===== src/rtl/lsq_dcache_port_if.sv =====
// Signal bundle between the LSQ head, the ROB, the data cache port and the writeback paths.
// The master modport is the dcache-port block; the slave modport is its environment.
interface lsq_dcache_port_if #(
    parameter int ROB_IDX_W = 5,
    parameter int PD_W      = 6
);
    logic                 head_valid;
    logic                 head_addr_valid;
    logic                 head_is_store;
    logic [31:0]          head_addr;
    logic [31:0]          head_wdata;
    logic [3:0]           head_wmask;
    logic [3:0]           head_rmask;
    logic [2:0]           head_funct3;
    logic [ROB_IDX_W-1:0] head_rob_idx;
    logic [PD_W-1:0]      head_pd;
    logic [ROB_IDX_W-1:0] rob_head_idx;
    logic                 flush;
    logic                 dequeue;
    logic [31:0]          dmem_addr;
    logic [3:0]           dmem_rmask;
    logic [3:0]           dmem_wmask;
    logic [31:0]          dmem_wdata;
    logic [31:0]          dmem_rdata;
    logic                 dmem_resp;
    logic                 wb_valid;
    logic [PD_W-1:0]      wb_pd;
    logic [ROB_IDX_W-1:0] wb_rob_idx;
    logic [31:0]          wb_data;
    logic                 store_done;
    logic [ROB_IDX_W-1:0] store_rob_idx;

    modport master (
        input  head_valid, head_addr_valid, head_is_store, head_addr, head_wdata,
               head_wmask, head_rmask, head_funct3, head_rob_idx, head_pd,
               rob_head_idx, flush, dmem_rdata, dmem_resp,
        output dequeue, dmem_addr, dmem_rmask, dmem_wmask, dmem_wdata,
               wb_valid, wb_pd, wb_rob_idx, wb_data, store_done, store_rob_idx
    );

    modport slave (
        output head_valid, head_addr_valid, head_is_store, head_addr, head_wdata,
               head_wmask, head_rmask, head_funct3, head_rob_idx, head_pd,
               rob_head_idx, flush, dmem_rdata, dmem_resp,
        input  dequeue, dmem_addr, dmem_rmask, dmem_wmask, dmem_wdata,
               wb_valid, wb_pd, wb_rob_idx, wb_data, store_done, store_rob_idx
    );
endinterface


===== src/rtl/lsq_dcache_port.sv =====
// Issues the LSQ head op to the data cache, pops the queue on response and produces
// the load writeback or store completion pulse; drains orphan responses after a flush.
//   state | meaning
//   IDLE  | no request outstanding; head may issue this cycle
//   WAIT  | request issued, waiting for dmem_resp
//   DRAIN | flushed while outstanding; swallow the response
module lsq_dcache_port #(
    parameter int ROB_IDX_W = 5,
    parameter int PD_W      = 6
) (
    input logic                 clk,
    input logic                 rst_n,
    lsq_dcache_port_if.master   port
);

    typedef enum logic [1:0] {
        IDLE  = 2'd0,
        WAIT  = 2'd1,
        DRAIN = 2'd2
    } state_t;

    state_t               state_q, state_d;
    logic [1:0]           off_q, off_d;
    logic [2:0]           funct3_q, funct3_d;
    logic                 is_store_q, is_store_d;
    logic [ROB_IDX_W-1:0] rob_idx_q, rob_idx_d;
    logic [PD_W-1:0]      pd_q, pd_d;

    logic                 wb_valid_q, wb_valid_d;
    logic [PD_W-1:0]      wb_pd_q, wb_pd_d;
    logic [ROB_IDX_W-1:0] wb_rob_idx_q, wb_rob_idx_d;
    logic [31:0]          wb_data_q, wb_data_d;
    logic                 store_done_q, store_done_d;
    logic [ROB_IDX_W-1:0] store_rob_idx_q, store_rob_idx_d;

    logic                 issue_ok;
    logic                 dequeue;
    logic [31:0]          dmem_addr;
    logic [3:0]           dmem_rmask;
    logic [3:0]           dmem_wmask;
    logic [31:0]          dmem_wdata;

    function automatic logic [31:0] load_ext(input logic [31:0] word,
                                             input logic [1:0]  off,
                                             input logic [2:0]  f3);
        logic [7:0]  b;
        logic [15:0] h;
        logic [31:0] r;
        case (off)
            2'd0:    b = word[7:0];
            2'd1:    b = word[15:8];
            2'd2:    b = word[23:16];
            default: b = word[31:24];
        endcase
        h = off[1] ? word[31:16] : word[15:0];
        case (f3)
            3'b000:  r = {{24{b[7]}}, b};
            3'b100:  r = {24'd0, b};
            3'b001:  r = {{16{h[15]}}, h};
            3'b101:  r = {16'd0, h};
            3'b010:  r = word;
            default: r = 32'd0;
        endcase
        return r;
    endfunction

    // rst_n gates issue so the request lines stay quiet while reset is held
    assign issue_ok = rst_n & port.head_valid & port.head_addr_valid & ~port.flush &
                      (~port.head_is_store | (port.head_rob_idx == port.rob_head_idx));

    always_comb begin
        state_d         = state_q;
        off_d           = off_q;
        funct3_d        = funct3_q;
        is_store_d      = is_store_q;
        rob_idx_d       = rob_idx_q;
        pd_d            = pd_q;
        wb_valid_d      = 1'b0;
        wb_pd_d         = wb_pd_q;
        wb_rob_idx_d    = wb_rob_idx_q;
        wb_data_d       = wb_data_q;
        store_done_d    = 1'b0;
        store_rob_idx_d = store_rob_idx_q;
        dequeue         = 1'b0;
        dmem_addr       = 32'd0;
        dmem_rmask      = 4'd0;
        dmem_wmask      = 4'd0;
        dmem_wdata      = 32'd0;

        case (state_q)
            IDLE: begin
                if (issue_ok) begin
                    dmem_addr = {port.head_addr[31:2], 2'b00};
                    if (port.head_is_store) begin
                        dmem_wmask = port.head_wmask;
                        dmem_wdata = port.head_wdata;
                    end else begin
                        dmem_rmask = port.head_rmask;
                    end
                    off_d      = port.head_addr[1:0];
                    funct3_d   = port.head_funct3;
                    is_store_d = port.head_is_store;
                    rob_idx_d  = port.head_rob_idx;
                    pd_d       = port.head_pd;
                    state_d    = WAIT;
                end
            end
            WAIT: begin
                if (port.dmem_resp) begin
                    state_d = IDLE;
                    // a response racing a flush belongs to a squashed op
                    if (!port.flush) begin
                        dequeue = 1'b1;
                        if (is_store_q) begin
                            store_done_d    = 1'b1;
                            store_rob_idx_d = rob_idx_q;
                        end else begin
                            wb_valid_d   = 1'b1;
                            wb_pd_d      = pd_q;
                            wb_rob_idx_d = rob_idx_q;
                            wb_data_d    = load_ext(port.dmem_rdata, off_q, funct3_q);
                        end
                    end
                end else if (port.flush) begin
                    state_d = DRAIN;
                end
            end
            DRAIN: begin
                if (port.dmem_resp) begin
                    state_d = IDLE;
                end
            end
            default: state_d = IDLE;
        endcase
    end

    always_ff @(posedge clk or negedge rst_n) begin
        if (!rst_n) begin
            state_q         <= IDLE;
            off_q           <= 2'd0;
            funct3_q        <= 3'd0;
            is_store_q      <= 1'b0;
            rob_idx_q       <= '0;
            pd_q            <= '0;
            wb_valid_q      <= 1'b0;
            wb_pd_q         <= '0;
            wb_rob_idx_q    <= '0;
            wb_data_q       <= 32'd0;
            store_done_q    <= 1'b0;
            store_rob_idx_q <= '0;
        end else begin
            state_q         <= state_d;
            off_q           <= off_d;
            funct3_q        <= funct3_d;
            is_store_q      <= is_store_d;
            rob_idx_q       <= rob_idx_d;
            pd_q            <= pd_d;
            wb_valid_q      <= wb_valid_d;
            wb_pd_q         <= wb_pd_d;
            wb_rob_idx_q    <= wb_rob_idx_d;
            wb_data_q       <= wb_data_d;
            store_done_q    <= store_done_d;
            store_rob_idx_q <= store_rob_idx_d;
        end
    end

    assign port.dequeue       = dequeue;
    assign port.dmem_addr     = dmem_addr;
    assign port.dmem_rmask    = dmem_rmask;
    assign port.dmem_wmask    = dmem_wmask;
    assign port.dmem_wdata    = dmem_wdata;
    assign port.wb_valid      = wb_valid_q;
    assign port.wb_pd         = wb_pd_q;
    assign port.wb_rob_idx    = wb_rob_idx_q;
    assign port.wb_data       = wb_data_q;
    assign port.store_done    = store_done_q;
    assign port.store_rob_idx = store_rob_idx_q;

endmodule


===== src/flat_wrapper.sv =====
// flat-port wrapper written by rule: the top's interface ports become plain ports
module lsq_dcache_port_flat 
#(
    parameter int ROB_IDX_W = 5,
    parameter int PD_W      = 6
)
  (clk, rst_n, port_head_valid, port_head_addr_valid, port_head_is_store, port_head_addr, port_head_wdata, port_head_wmask, port_head_rmask, port_head_funct3, port_head_rob_idx, port_head_pd, port_rob_head_idx, port_flush, port_dmem_rdata, port_dmem_resp, port_dequeue, port_dmem_addr, port_dmem_rmask, port_dmem_wmask, port_dmem_wdata, port_wb_valid, port_wb_pd, port_wb_rob_idx, port_wb_data, port_store_done, port_store_rob_idx);
  lsq_dcache_port_if #(.ROB_IDX_W(ROB_IDX_W), .PD_W(PD_W)) port_i ();
  input logic clk;
  input logic rst_n;
  input wire logic [$bits(port_i.head_valid)-1:0] port_head_valid;
  input wire logic [$bits(port_i.head_addr_valid)-1:0] port_head_addr_valid;
  input wire logic [$bits(port_i.head_is_store)-1:0] port_head_is_store;
  input wire logic [$bits(port_i.head_addr)-1:0] port_head_addr;
  input wire logic [$bits(port_i.head_wdata)-1:0] port_head_wdata;
  input wire logic [$bits(port_i.head_wmask)-1:0] port_head_wmask;
  input wire logic [$bits(port_i.head_rmask)-1:0] port_head_rmask;
  input wire logic [$bits(port_i.head_funct3)-1:0] port_head_funct3;
  input wire logic [$bits(port_i.head_rob_idx)-1:0] port_head_rob_idx;
  input wire logic [$bits(port_i.head_pd)-1:0] port_head_pd;
  input wire logic [$bits(port_i.rob_head_idx)-1:0] port_rob_head_idx;
  input wire logic [$bits(port_i.flush)-1:0] port_flush;
  input wire logic [$bits(port_i.dmem_rdata)-1:0] port_dmem_rdata;
  input wire logic [$bits(port_i.dmem_resp)-1:0] port_dmem_resp;
  output wire logic [$bits(port_i.dequeue)-1:0] port_dequeue;
  output wire logic [$bits(port_i.dmem_addr)-1:0] port_dmem_addr;
  output wire logic [$bits(port_i.dmem_rmask)-1:0] port_dmem_rmask;
  output wire logic [$bits(port_i.dmem_wmask)-1:0] port_dmem_wmask;
  output wire logic [$bits(port_i.dmem_wdata)-1:0] port_dmem_wdata;
  output wire logic [$bits(port_i.wb_valid)-1:0] port_wb_valid;
  output wire logic [$bits(port_i.wb_pd)-1:0] port_wb_pd;
  output wire logic [$bits(port_i.wb_rob_idx)-1:0] port_wb_rob_idx;
  output wire logic [$bits(port_i.wb_data)-1:0] port_wb_data;
  output wire logic [$bits(port_i.store_done)-1:0] port_store_done;
  output wire logic [$bits(port_i.store_rob_idx)-1:0] port_store_rob_idx;
  assign port_i.head_valid = port_head_valid;
  assign port_i.head_addr_valid = port_head_addr_valid;
  assign port_i.head_is_store = port_head_is_store;
  assign port_i.head_addr = port_head_addr;
  assign port_i.head_wdata = port_head_wdata;
  assign port_i.head_wmask = port_head_wmask;
  assign port_i.head_rmask = port_head_rmask;
  assign port_i.head_funct3 = port_head_funct3;
  assign port_i.head_rob_idx = port_head_rob_idx;
  assign port_i.head_pd = port_head_pd;
  assign port_i.rob_head_idx = port_rob_head_idx;
  assign port_i.flush = port_flush;
  assign port_i.dmem_rdata = port_dmem_rdata;
  assign port_i.dmem_resp = port_dmem_resp;
  assign port_dequeue = port_i.dequeue;
  assign port_dmem_addr = port_i.dmem_addr;
  assign port_dmem_rmask = port_i.dmem_rmask;
  assign port_dmem_wmask = port_i.dmem_wmask;
  assign port_dmem_wdata = port_i.dmem_wdata;
  assign port_wb_valid = port_i.wb_valid;
  assign port_wb_pd = port_i.wb_pd;
  assign port_wb_rob_idx = port_i.wb_rob_idx;
  assign port_wb_data = port_i.wb_data;
  assign port_store_done = port_i.store_done;
  assign port_store_rob_idx = port_i.store_rob_idx;
  lsq_dcache_port #(.ROB_IDX_W(ROB_IDX_W), .PD_W(PD_W)) u_core (.clk(clk), .rst_n(rst_n), .port(port_i));
endmodule

===== config.mk =====
export PLATFORM = sky130hd
export DESIGN_NAME = lsq_dcache_port_flat
export DESIGN_NICKNAME = d
export VERILOG_FILES = /design/src/rtl/lsq_dcache_port_if.sv /design/src/rtl/lsq_dcache_port.sv /design/src/flat_wrapper.sv
export SDC_FILE = /design/constraint.sdc
export NUM_CORES = 1
export LEC_CHECK = 0
export CORE_MARGIN = 2
export CORE_UTILIZATION = 37
export CTS_CLUSTER_DIAMETER = 150
export CTS_CLUSTER_SIZE = 28
export DETAILED_ROUTE_END_ITERATION = 10
export PLACE_DENSITY = 0.82
export SETUP_SLACK_MARGIN = 0.5
export SYNTH_ARGS = -nofsm -noshare
export SYNTH_HDL_FRONTEND = slang
export SYNTH_SLANG_ARGS = --single-unit

===== constraint.sdc =====
create_clock -name clk -period 2.7 [get_ports clk]
set_clock_uncertainty 0.15 [all_clocks]
set_input_delay 0.54 -clock clk [delete_from_list [all_inputs] [get_ports clk]]
set_output_delay 0.54 -clock clk [all_outputs]
set_load 0.1 [all_outputs]

==> After elaboration in Yosys (flattened, before gate mapping) <==
Index checks and enable logic that the tools add are counted.
{ "classes": {"add_sub_neg": 0, "n_mul": 0, "div": 0, "magnitude_cmp": 0, "eq_ne": 12, "shift": 0, "mux": 30, "bitwise_logic": 8, "n_reduce_logical": 7} }
{ "op_table": {"columns": ["operator", "count"], "rows": [
  ["2-to-1 mux 32 bit", 5],
  ["case mux 32 bit (5 select lines)", 1],
  ["2-to-1 mux 4 bit", 6],
  ["case mux 8 bit (3 select lines)", 1],
  ["2-to-1 mux 16 bit", 1],
  ["2-to-1 mux 1 bit", 11],
  ["2-to-1 mux 2 bit", 4],
  ["AND reduction 4 bit", 2],
  ["== test 3 bit, second input constant", 2],
  ["case mux 2 bit (3 select lines)", 1],
  ["== test 5 bit", 1],
  ["AND 1 bit", 4],
  ["== test 2 x 1 -> 1 bit, second input constant", 2],
  ["== test 2 bit, second input constant", 2],
  ["logical NOT 2 bit", 2],
  ["== test 3 x 1 -> 1 bit, second input constant", 1],
  ["== test 3 x 2 -> 1 bit, second input constant", 1],
  ["logical NOT 3 bit", 1],
  ["!= test 3 bit, second input constant", 1],
  ["NOT 1 bit", 3],
  ["AND reduction 3 bit", 1],
  ["!= test 2 x 1 -> 1 bit, second input constant", 1],
  ["!= test 2 bit, second input constant", 1],
  ["AND reduction 2 bit", 1],
  ["OR 1 bit", 1]
]} }
{ "totals": {"register_bits": 69, "latch_bits": 0, "ram_bits": 0, "romBits": 0, "in_bits": 130, "output_inout_bits": 123, "elab_cells": 69, "memories": 0} }

==> Depth between registers and ports, before layout <==
Gate-level depths: netlist (run 1).
{ "logic_depth": {"ltp_word": 6, "ltp_mapped": 7, "ltp_nobuf": 5} }

==> Worst setup path after synthesis (run 1) <==
Ideal clock, no wire load.
{ "synth_path": {"kind": "input port to output port", "startpoint": "input rst_n", "endpoint": "output port_dmem_addr[10]", "t_arrival_ns": 2.158, "required_ns": 2.010, "slack_ns": -0.148, "stages": 6, "n_path_buf": 2, "path_cell_list": "and4bb_1 > nand4_2 > o21ai_1 > buf_4 > buf_6 > and2_1"} }
{ "synth_between": {"elab_chain_len": 6} }
{ "synth_lines": {"columns": ["item", "line_no", "rtl"], "rows": [
  ["start: declaration", "flat_wrapper.sv:10", "input logic rst_n;"],
  ["AND 1 bit (4 in series)", "lsq_dcache_port.sv:68", "assign issue_ok = rst_n & port.head_valid & port.head_addr_valid & ~port.flush &"],
  ["2-to-1 mux 32 bit", "lsq_dcache_port.sv:92", "if (issue_ok) begin"],
  ["2-to-1 mux 32 bit", "lsq_dcache_port.sv:90", "case (state_q)"],
  ["end: declaration", "flat_wrapper.sv:26", "output wire logic [$bits(port_i.dmem_addr)-1:0] port_dmem_addr;"]
]} }
Every way passes these cells.

==> Worst setup path in the final report (run 1) <==
{ "layout_path": {"startpoint": "register u_core.state_q[1]", "endpoint": "output port_dmem_addr[26]"} }
{ "layout_between": {"elab_chain_len": 2} }
{ "layout_lines": {"columns": ["item", "line_no", "rtl"], "rows": [
  ["start: declaration", "lsq_dcache_port.sv:22", "state_t state_q, state_d;"],
  ["start signal: assignment", "lsq_dcache_port.sv:152", "state_q <= state_d;"],
  ["logical NOT 2 bit", "lsq_dcache_port.sv:90", null],
  ["2-to-1 mux 32 bit", "lsq_dcache_port.sv:90", null]
]} }
Every way passes these cells.

==> results.cfg, run 1 <==
[timing]
grt_setup_unrepaired = yes
normalized_max_slew_margin = 0.413
time_the_worst_path_needs_with_i_o_delays_and_setup_ns = 2.82
max_freq_ghz = 0.354
finalHoldViolCount = 0
post-route-period-util = 1.05
hold-worst-slack_ns = 0.252
finalSetupViolCount = 66
timing.final.max_slew_violations = 0
setup_ws_ns = -0.123
worst-slew-pin-transition_ns = 0.880
fin_setup_tns_ns = -5.41

[finish]
final_layout_size_suffix_gt1_frac = 0.477
final_cell_mix = sky130_fd_sc_hd__clkdlybuf4s50_1, sky130_fd_sc_hd__buf_12, sky130_fd_sc_hd__buf_4
post_layout_nets = 787
post_layout_cell_count = 799
final_design_area_no_fill_um2 = 8010
fillerInstances = 611
syn2layout_area_growth_pct = 107
layout.cells.most_common = sky130_fd_sc_hd__clkdlybuf4s50_1

[critical_path]
worst-path-buf-inv = 4
worst-endpoint-arrival_ns = 2.13
timing.critical_path.cells = and4bb_2, nand4_4, o21ai_4, buf_6, buf_12, clkbuf_16, and2_4, buf_12
critical_path.top_delay_family = simple AND/OR/NAND/NOR gates
crit_path_most_repeated_cell = sky130_fd_sc_hd__buf_12
timing_worst_setup_path_type = flip-flop to output port
timing.critical_path.from_type = flip-flop
critPathRequiredTime_ns = 2.01
crit_path_end_kind = output port
critical_path.max_fanout = 7
timing.critical_path.slowest_stage_cell = sky130_fd_sc_hd__dfrtp_1
critical-path-max-stage-delay_ns = 0.38

[routing]
routed_via_density = 5.11
postRouteAntennaNets = 0
finalWirelength_um = 16200
drt-initial-drc-count = 294
average_wire_per_cell_in_the_routed_design_um = 20.3
drc = 0
num_vias = 4079
firstDrtPassIters = 5

[grt]
number_of_global_route_vias_before_repair = 4045
grt_first_pass_wirelength_um = 23000
grtUsageTotal = 0.265
overflow = 0
number_of_antenna_violations_at_the_first_check_in_global_routing = 1
grt_max_degree = 70

[synth]
async_reset_ff_frac = 1.00
ys_seq_elements = 69
ys_warn_count = 0
synth.top_cell.area_share = 0.447
synthCells = 380
synth_edf_count = 0
synth_area_um2 = 3860
synthTopCellsByArea = sky130_fd_sc_hd__dfrtp_1, sky130_fd_sc_hd__and2_1, sky130_fd_sc_hd__mux2_2
yosysUniqueCellTypes = 43
synth.largest_area_cell = sky130_fd_sc_hd__dfrtp_1
synth.yosys.seq_area_share = 0.447
syn-mean-instance-area_um2 = 10.2
ys.flop_type = sky130_fd_sc_hd__dfrtp_1

[cts]
cts_htree_levels = 3
cts.hold.buffers_added = 0
buffer_cell_driving_the_clock_tree_root = sky130_fd_sc_hd__clkbuf_8
cts-buffers-inserted = 9
clock_insertion_delay_worst_skew_ns = 0.35
clkSlewWorstSetupHoldPaths_ns = 0.08
tritoncts_num_sinks = 69
clockBufferDepth = 2
tritoncts_clock_tree = yes

[floorplan]
die-height_um = 106
die_wd_um = 106
fp-row-count = 37
placeableCoreArea_um2 = 10200
die_area_um2 = 11300
initial_core_util = 0.378
ios = 253

[run]
drv_cap = 0

[place]
place_inst = 756
port-buffer-count = 250
routabilityCongestion = 0.903
post-dp-hpwl_um = 11400
post_dp_cell_area_um2 = 7280

[power]
leakagePower_uw = 0.00366
peakVddDrop_mv = 0.463
powerDensity_nw_per_um2 = 566
total_power_uw = 4530

[run_status]
failed_checks = setup timing
outcome = finished, violations left

[hold_path]
worst_hold_path_type = input port to async pin
worst register-to-register path, cell delays in order, from the launching register on:
cell and delay (ns):
sky130_fd_sc_hd__dfrtp_1 0.38, sky130_fd_sc_hd__and4bb_2 0.36, sky130_fd_sc_hd__nand4_4 0.17, sky130_fd_sc_hd__o21ai_4 0.20
sky130_fd_sc_hd__buf_6 0.12, sky130_fd_sc_hd__buf_12 0.11, sky130_fd_sc_hd__clkbuf_16 0.15, sky130_fd_sc_hd__buf_6 0.10
sky130_fd_sc_hd__buf_8 0.13, sky130_fd_sc_hd__mux2_4 0.30
registers in the layout, summed over array words and instances (netlist names), 2 cells and up:
signal	cells
u_core.port.wb_data	32
u_core.pd_q	6
u_core.port.wb_pd	6
u_core.port.store_rob_idx	5
u_core.port.wb_rob_idx	5
u_core.rob_idx_q	5
u_core.funct3_q	3
u_core.off_q	2
u_core.state_q	2
power by group:
| group | internal [µW] | switching [µW] |
|---|---|---|
| logic | 709 | 1610 |
| clock network | 364 | 422 |
| registers | 1240 | 180 |
final cells by class:
class                   count  area, µm²  share of cell area
clock inverters             6       46.3             0.00578
clock buffers              10        138              0.0172
flip-flops and latches     69       1730               0.216
diodes                      1       2.50            0.000313
well taps                 136        170              0.0212
multi-input cells         279       2240               0.280
inverters                   4       20.0             0.00250
repair buffers            294       3660               0.457
per-layer routing:
| metal | vias to the layer above | wire [µm] | GRT usage | share of wire |
|---|---|---|---|---|
| met5 | - | 0 | 0 | 0 |
| met4 | 0 | 493 | 0.0874 | 0.030 |
| li1 | 1852 | - | - | - |
| met3 | 36 | 1230 | 0.0717 | 0.076 |
| met2 | 227 | 8430 | 0.477 | 0.52 |
| met1 | 1964 | 6050 | 0.304 | 0.37 |
timing repair:
action / 4_1_cts / 5_1_grt
buffers inserted: 10 / 5
gates cloned: 2 / 9
pin swaps: 12 / 3
resized for setup: 37 / 26
setup endpoints to repair: 95 / 113
worst paths after layout:
path / startpoint / end / slack (ns) / cells after the start
worst max-delay path: u_core.state_q[1] / port_dmem_addr[26] / -0.12 / 8
min in group clk: u_core.port.wb_pd[4] / u_core.port.wb_pd[4] / 0.33 / 2
worst min-delay path: rst_n / u_core.state_q[1] / 0.25 / 2
worst max register to register: u_core.state_q[1] / u_core.funct3_q[2] / 0.43 / 9
max in group asynchronous: rst_n / u_core.funct3_q[1] / 1.57 / 2
worst min register to register: u_core.port.wb_pd[4] / u_core.port.wb_pd[4] / 0.33 / 2
kinds of logic (layout without fill, tap and decap cells):
logic type,Yosys count,count (layout),synth area share
compound gates,47,47,0.0842
buf+inv,33,314,0.0534
flops,69,69,0.447
xor+xnor,5,5,0.0113
mux,33,33,0.119
simple gates,192,192,0.284
other cells,1,3,0.000971
cell usage after synthesis (all sizes together) (5+ instances only):
cell and n:
a21oi 9, a22oi 14, and2 70, buf 20, clkbuf 9, dfrtp 69, mux2 23, mux4 8
nand2 62, nand3 37, nor2 5, o211ai 10, o21ai 10, xnor2 5
metrics by stage:
stage	util	setup slack [ns]
2_1_floorplan	-	0.300
3_3_place_gp	0.711	-0.208
3_5_place_dp	0.711	-0.278
4_1_cts	0.752	-0.120
5_1_grt	0.783	-0.186
6_report	0.783	-0.123
Note: power is estimated with default switching activity, not from simulation.
==> run 2: changes to the inputs <==
ABC_AREA = 1   (was default)
CORE_UTILIZATION = 39   (was 37)
==> run 2 against run 1 <==
  * The flow now finishes without violations
  * Worst hold slack gained 0.071 ns
  * Worst setup slack gained 0.13 ns
  * Sequential share of layout area shrank 1.8 points
  * Largest cell class unchanged
  * Register-to-register slack gained 0.27 ns
  * Sequential cell count is the same
==> results.cfg, run 2 <==
[run_status]
outcome = finished, final reports clean

[synth]
syn-mean-instance-area_um2 = 6.76
yosysUniqueCellTypes = 30
combinational_family_with_the_most_area_after_synthesis = simple AND/OR/NAND/NOR gates
synth_area_um2 = 4360
synth.top_cell.area_share = 0.396
ys_warn_count = 0
synthCells = 645
share_of_synthesized_area_spent_on_multiplexers = 0.00258
synthTopCellsByArea = sky130_fd_sc_hd__dfrtp_1, sky130_fd_sc_hd__nand2_1, sky130_fd_sc_hd__inv_1
post_synth_fa_ha_maj_area_fraction = 0
synth.yosys.seq_area_share = 0.396
synth_simple_gate_area_share = 0.382
synth-compound-area-share = 0.0683
ys_seq_elements = 69
area_share_of_xor_xnor_cells_in_the_synthesized_design = 0.00201
synth_edf_count = 0
post-synth-top-count-cell = sky130_fd_sc_hd__nand2_1
async_reset_ff_frac = 1.00
ys.flop_type = sky130_fd_sc_hd__dfrtp_1
synthTopCellsByCount = sky130_fd_sc_hd__nand2_1, sky130_fd_sc_hd__inv_1, sky130_fd_sc_hd__nor2_1, sky130_fd_sc_hd__dfrtp_1, sky130_fd_sc_hd__o21ai_0
synth.largest_area_cell = sky130_fd_sc_hd__dfrtp_1

[cts]
clkSlewWorstSetupHoldPaths_ns = 0.08
buffer_cell_driving_the_clock_tree_root = sky130_fd_sc_hd__clkbuf_8
tritoncts_num_sinks = 69
tritoncts_clock_tree = yes
clock_insertion_delay_worst_skew_ns = 0.34
cts_htree_levels = 3
clockBufferDepth = 2
cts-buffers-inserted = 9

[floorplan]
fp-row-count = 38
ios = 253
placeableCoreArea_um2 = 10900
die_wd_um = 110
die_area_um2 = 12000
die-height_um = 110
initial_core_util = 0.400

[routing]
postRouteAntennaNets = 0
average_wire_per_cell_in_the_routed_design_um = 16.5
finalWirelength_um = 17700
drc = 0
firstDrtPassIters = 5
drt-initial-drc-count = 321
routed_via_density = 4.98
num_vias = 5329

[grt]
overflow = 0
grtUsageTotal = 0.299
grt_max_degree = 70
number_of_global_route_vias_before_repair = 5475
grt_first_pass_wirelength_um = 27500
number_of_antenna_violations_at_the_first_check_in_global_routing = 2

[critical_path]
timing_worst_setup_path_type = input port to output port
timing.rr.end = u_core.port.wb_data[25]
r2r_setup_slk_ns = 0.70
worst-endpoint-arrival_ns = 2.00
critical_path.reg2reg.startpoint = u_core.funct3_q[2]
critical_path.max_fanout = 6
reg2reg_depth = 7
timing.critical_path.from_type = input port
crit_path_end_kind = output port
critPathRequiredTime_ns = 2.01

[timing]
timing.final.max_slew_violations = 0
normalized_max_slew_margin = 0.429
hold-worst-slack_ns = 0.323
grt_setup_unrepaired = yes
finalHoldViolCount = 0
setup_ws_ns = 0.0120
worst-slew-pin-transition_ns = 0.857
max_freq_ghz = 0.372
finalSetupViolCount = 0
post-route-period-util = 0.996
time_the_worst_path_needs_with_i_o_delays_and_setup_ns = 2.69

[run]
drv_cap = 0

[finish]
largest_register_ff_count = 32
layout.cells.most_common = sky130_fd_sc_hd__nand2_1
final_layout_size_suffix_gt1_frac = 0.324
final_cell_mix = sky130_fd_sc_hd__nand2_1, sky130_fd_sc_hd__clkdlybuf4s50_1, sky130_fd_sc_hd__inv_1
syn2layout_area_growth_pct = 101
post_layout_nets = 1052

[power]
leakagePower_uw = 0.00431
internal_power_uw = 2190
peakVddDrop_mv = 0.649
powerDensity_nw_per_um2 = 504
power_frac_seq = 0.311
swShare = 0.503
comb_power_share = 0.525
p_clk_frac = 0.165
power_switching_uw = 2220

[hold_path]
worst_hold_path_type = input port to async pin

[place]
routabilityCongestion = 0.935
post-dp-hpwl_um = 13100
port-buffer-count = 250
worst_slack_at_placement_ns = -0.406
run 2: cell count changes after synthesis, moves of 10 or more:
cell	change
sky130_fd_sc_hd__nand2_1	+150
sky130_fd_sc_hd__inv_1	+104
sky130_fd_sc_hd__nor2_1	+79
sky130_fd_sc_hd__and2_1	-69
sky130_fd_sc_hd__o21ai_0	+30
sky130_fd_sc_hd__mux2_2	-22
sky130_fd_sc_hd__nand4_1	+17
sky130_fd_sc_hd__a22oi_1	-14
sky130_fd_sc_hd__nor2_2	+12
sky130_fd_sc_hd__nor2_4	+10
run 2: what timing repair did:
item / in CTS / in global routing
pin swaps: 23 / 22
endpoints found under the hold margin: 0 / 0
resized for setup: 80 / 20
endpoints found under the setup margin: 71 / 96
cloned: 7 / 0
hold buffers: 0 / 0
setup buffers: 17 / 1
run 2: cells by family after synthesis:
| kind of cell | count (synthesis) |
|---|---|
| AOI/OAI and AO/OA | 53 |
| DFF | 69 |
| buffers and inverters | 144 |
| muxes | 1 |
| and+or+nand+nor | 376 |
| xor gates and xnor gates | 1 |
| other | 1 |
run 2: through the flow:
| stage | setup TNS [ns] | util | area (µm²) | std cells | power (µW) |
|---|---|---|---|---|---|
| 2_1_floorplan | -0.336 | - | 4890 | 646 | 3000 |
| 3_3_place_gp | -20.94 | 0.744 | 8100 | 1026 | 3610 |
| 3_5_place_dp | -23.82 | 0.744 | 8100 | 1026 | 3660 |
| 4_1_cts | -0.00175 | 0.797 | 8680 | 1066 | 4410 |
| 5_1_grt | -0.710 | 0.805 | 8760 | 1069 | 4650 |
| 6_report | 0 | 0.805 | 8760 | 1070 | 4420 |
run 2: how the worst max path moves through the flow:
stage / from / to / slack [ns] / cells after the start
2_1_floorplan: port_head_rob_idx[4] / port_dmem_wdata[12] / -0.02 / 9
3_3_place_gp: port_head_rob_idx[4] / port_dmem_wdata[22] / -0.36 / 11
3_5_place_dp: port_head_rob_idx[4] / port_dmem_wdata[28] / -0.41 / 11
4_1_cts: port_head_rob_idx[0] / port_dmem_addr[5] / -0.002 / 12
5_1_grt: port_rob_head_idx[1] / port_dmem_wmask[2] / -0.05 / 13
6_report: port_head_rob_idx[4] / port_dmem_wmask[2] / 0.01 / 12
run 2: power groups by stage:
| stage | Combinational [µW] | Clock (µW) | Sequential (µW) |
|---|---|---|---|
| after CTS | 2300 | 746 | 1370 |
| after detailed placement | 2270 | 0 | 1390 |
| final | 2320 | 727 | 1370 |
| after global routing | 2460 | 797 | 1390 |
| after global placement | 2230 | 0 | 1380 |
| after floorplan | 705 | 0 | 2300 |
run 2: area by class of cell:
class,instances,area (µm²)
sequential,69,1730
fill,685,2130
timing repair buffer,299,3760
multi-input combinational,433,2480
clock buffer,10,128
tap,140,175
clock inverter,6,40.0
inverter,110,444
antenna,3,7.51
run 2: critical path: stages:
cell and delay, ns:
sky130_fd_sc_hd__buf_8 0.11, sky130_fd_sc_hd__nand2_4 0.06, sky130_fd_sc_hd__nand2_2 0.05, sky130_fd_sc_hd__nor2_1 0.11, sky130_fd_sc_hd__nand3_1 0.14, sky130_fd_sc_hd__nand2_4 0.12, sky130_fd_sc_hd__nand4_4 0.12, sky130_fd_sc_hd__buf_6 0.16
sky130_fd_sc_hd__buf_6 0.13, sky130_fd_sc_hd__buf_12 0.14, sky130_fd_sc_hd__nor2_4 0.13, sky130_fd_sc_hd__buf_12 0.18
run 2: layer usage:
metal  vias up  global-route usage  wire [µm]  share of wire
li1       2506                   -          -              -
met1      2507               0.337       6120           0.35
met2       275               0.518       9090           0.51
met3        41              0.0948       1840           0.10
met4         0               0.131        617          0.035
met5         -                   0          0              0
==> run 3: changes to the inputs <==
ABC_AREA = default   (was 1)
CORE_UTILIZATION = 37   (was 39)
==> results of run 3 <==
Final layout, timing and power as in run 1 (identical DEF).
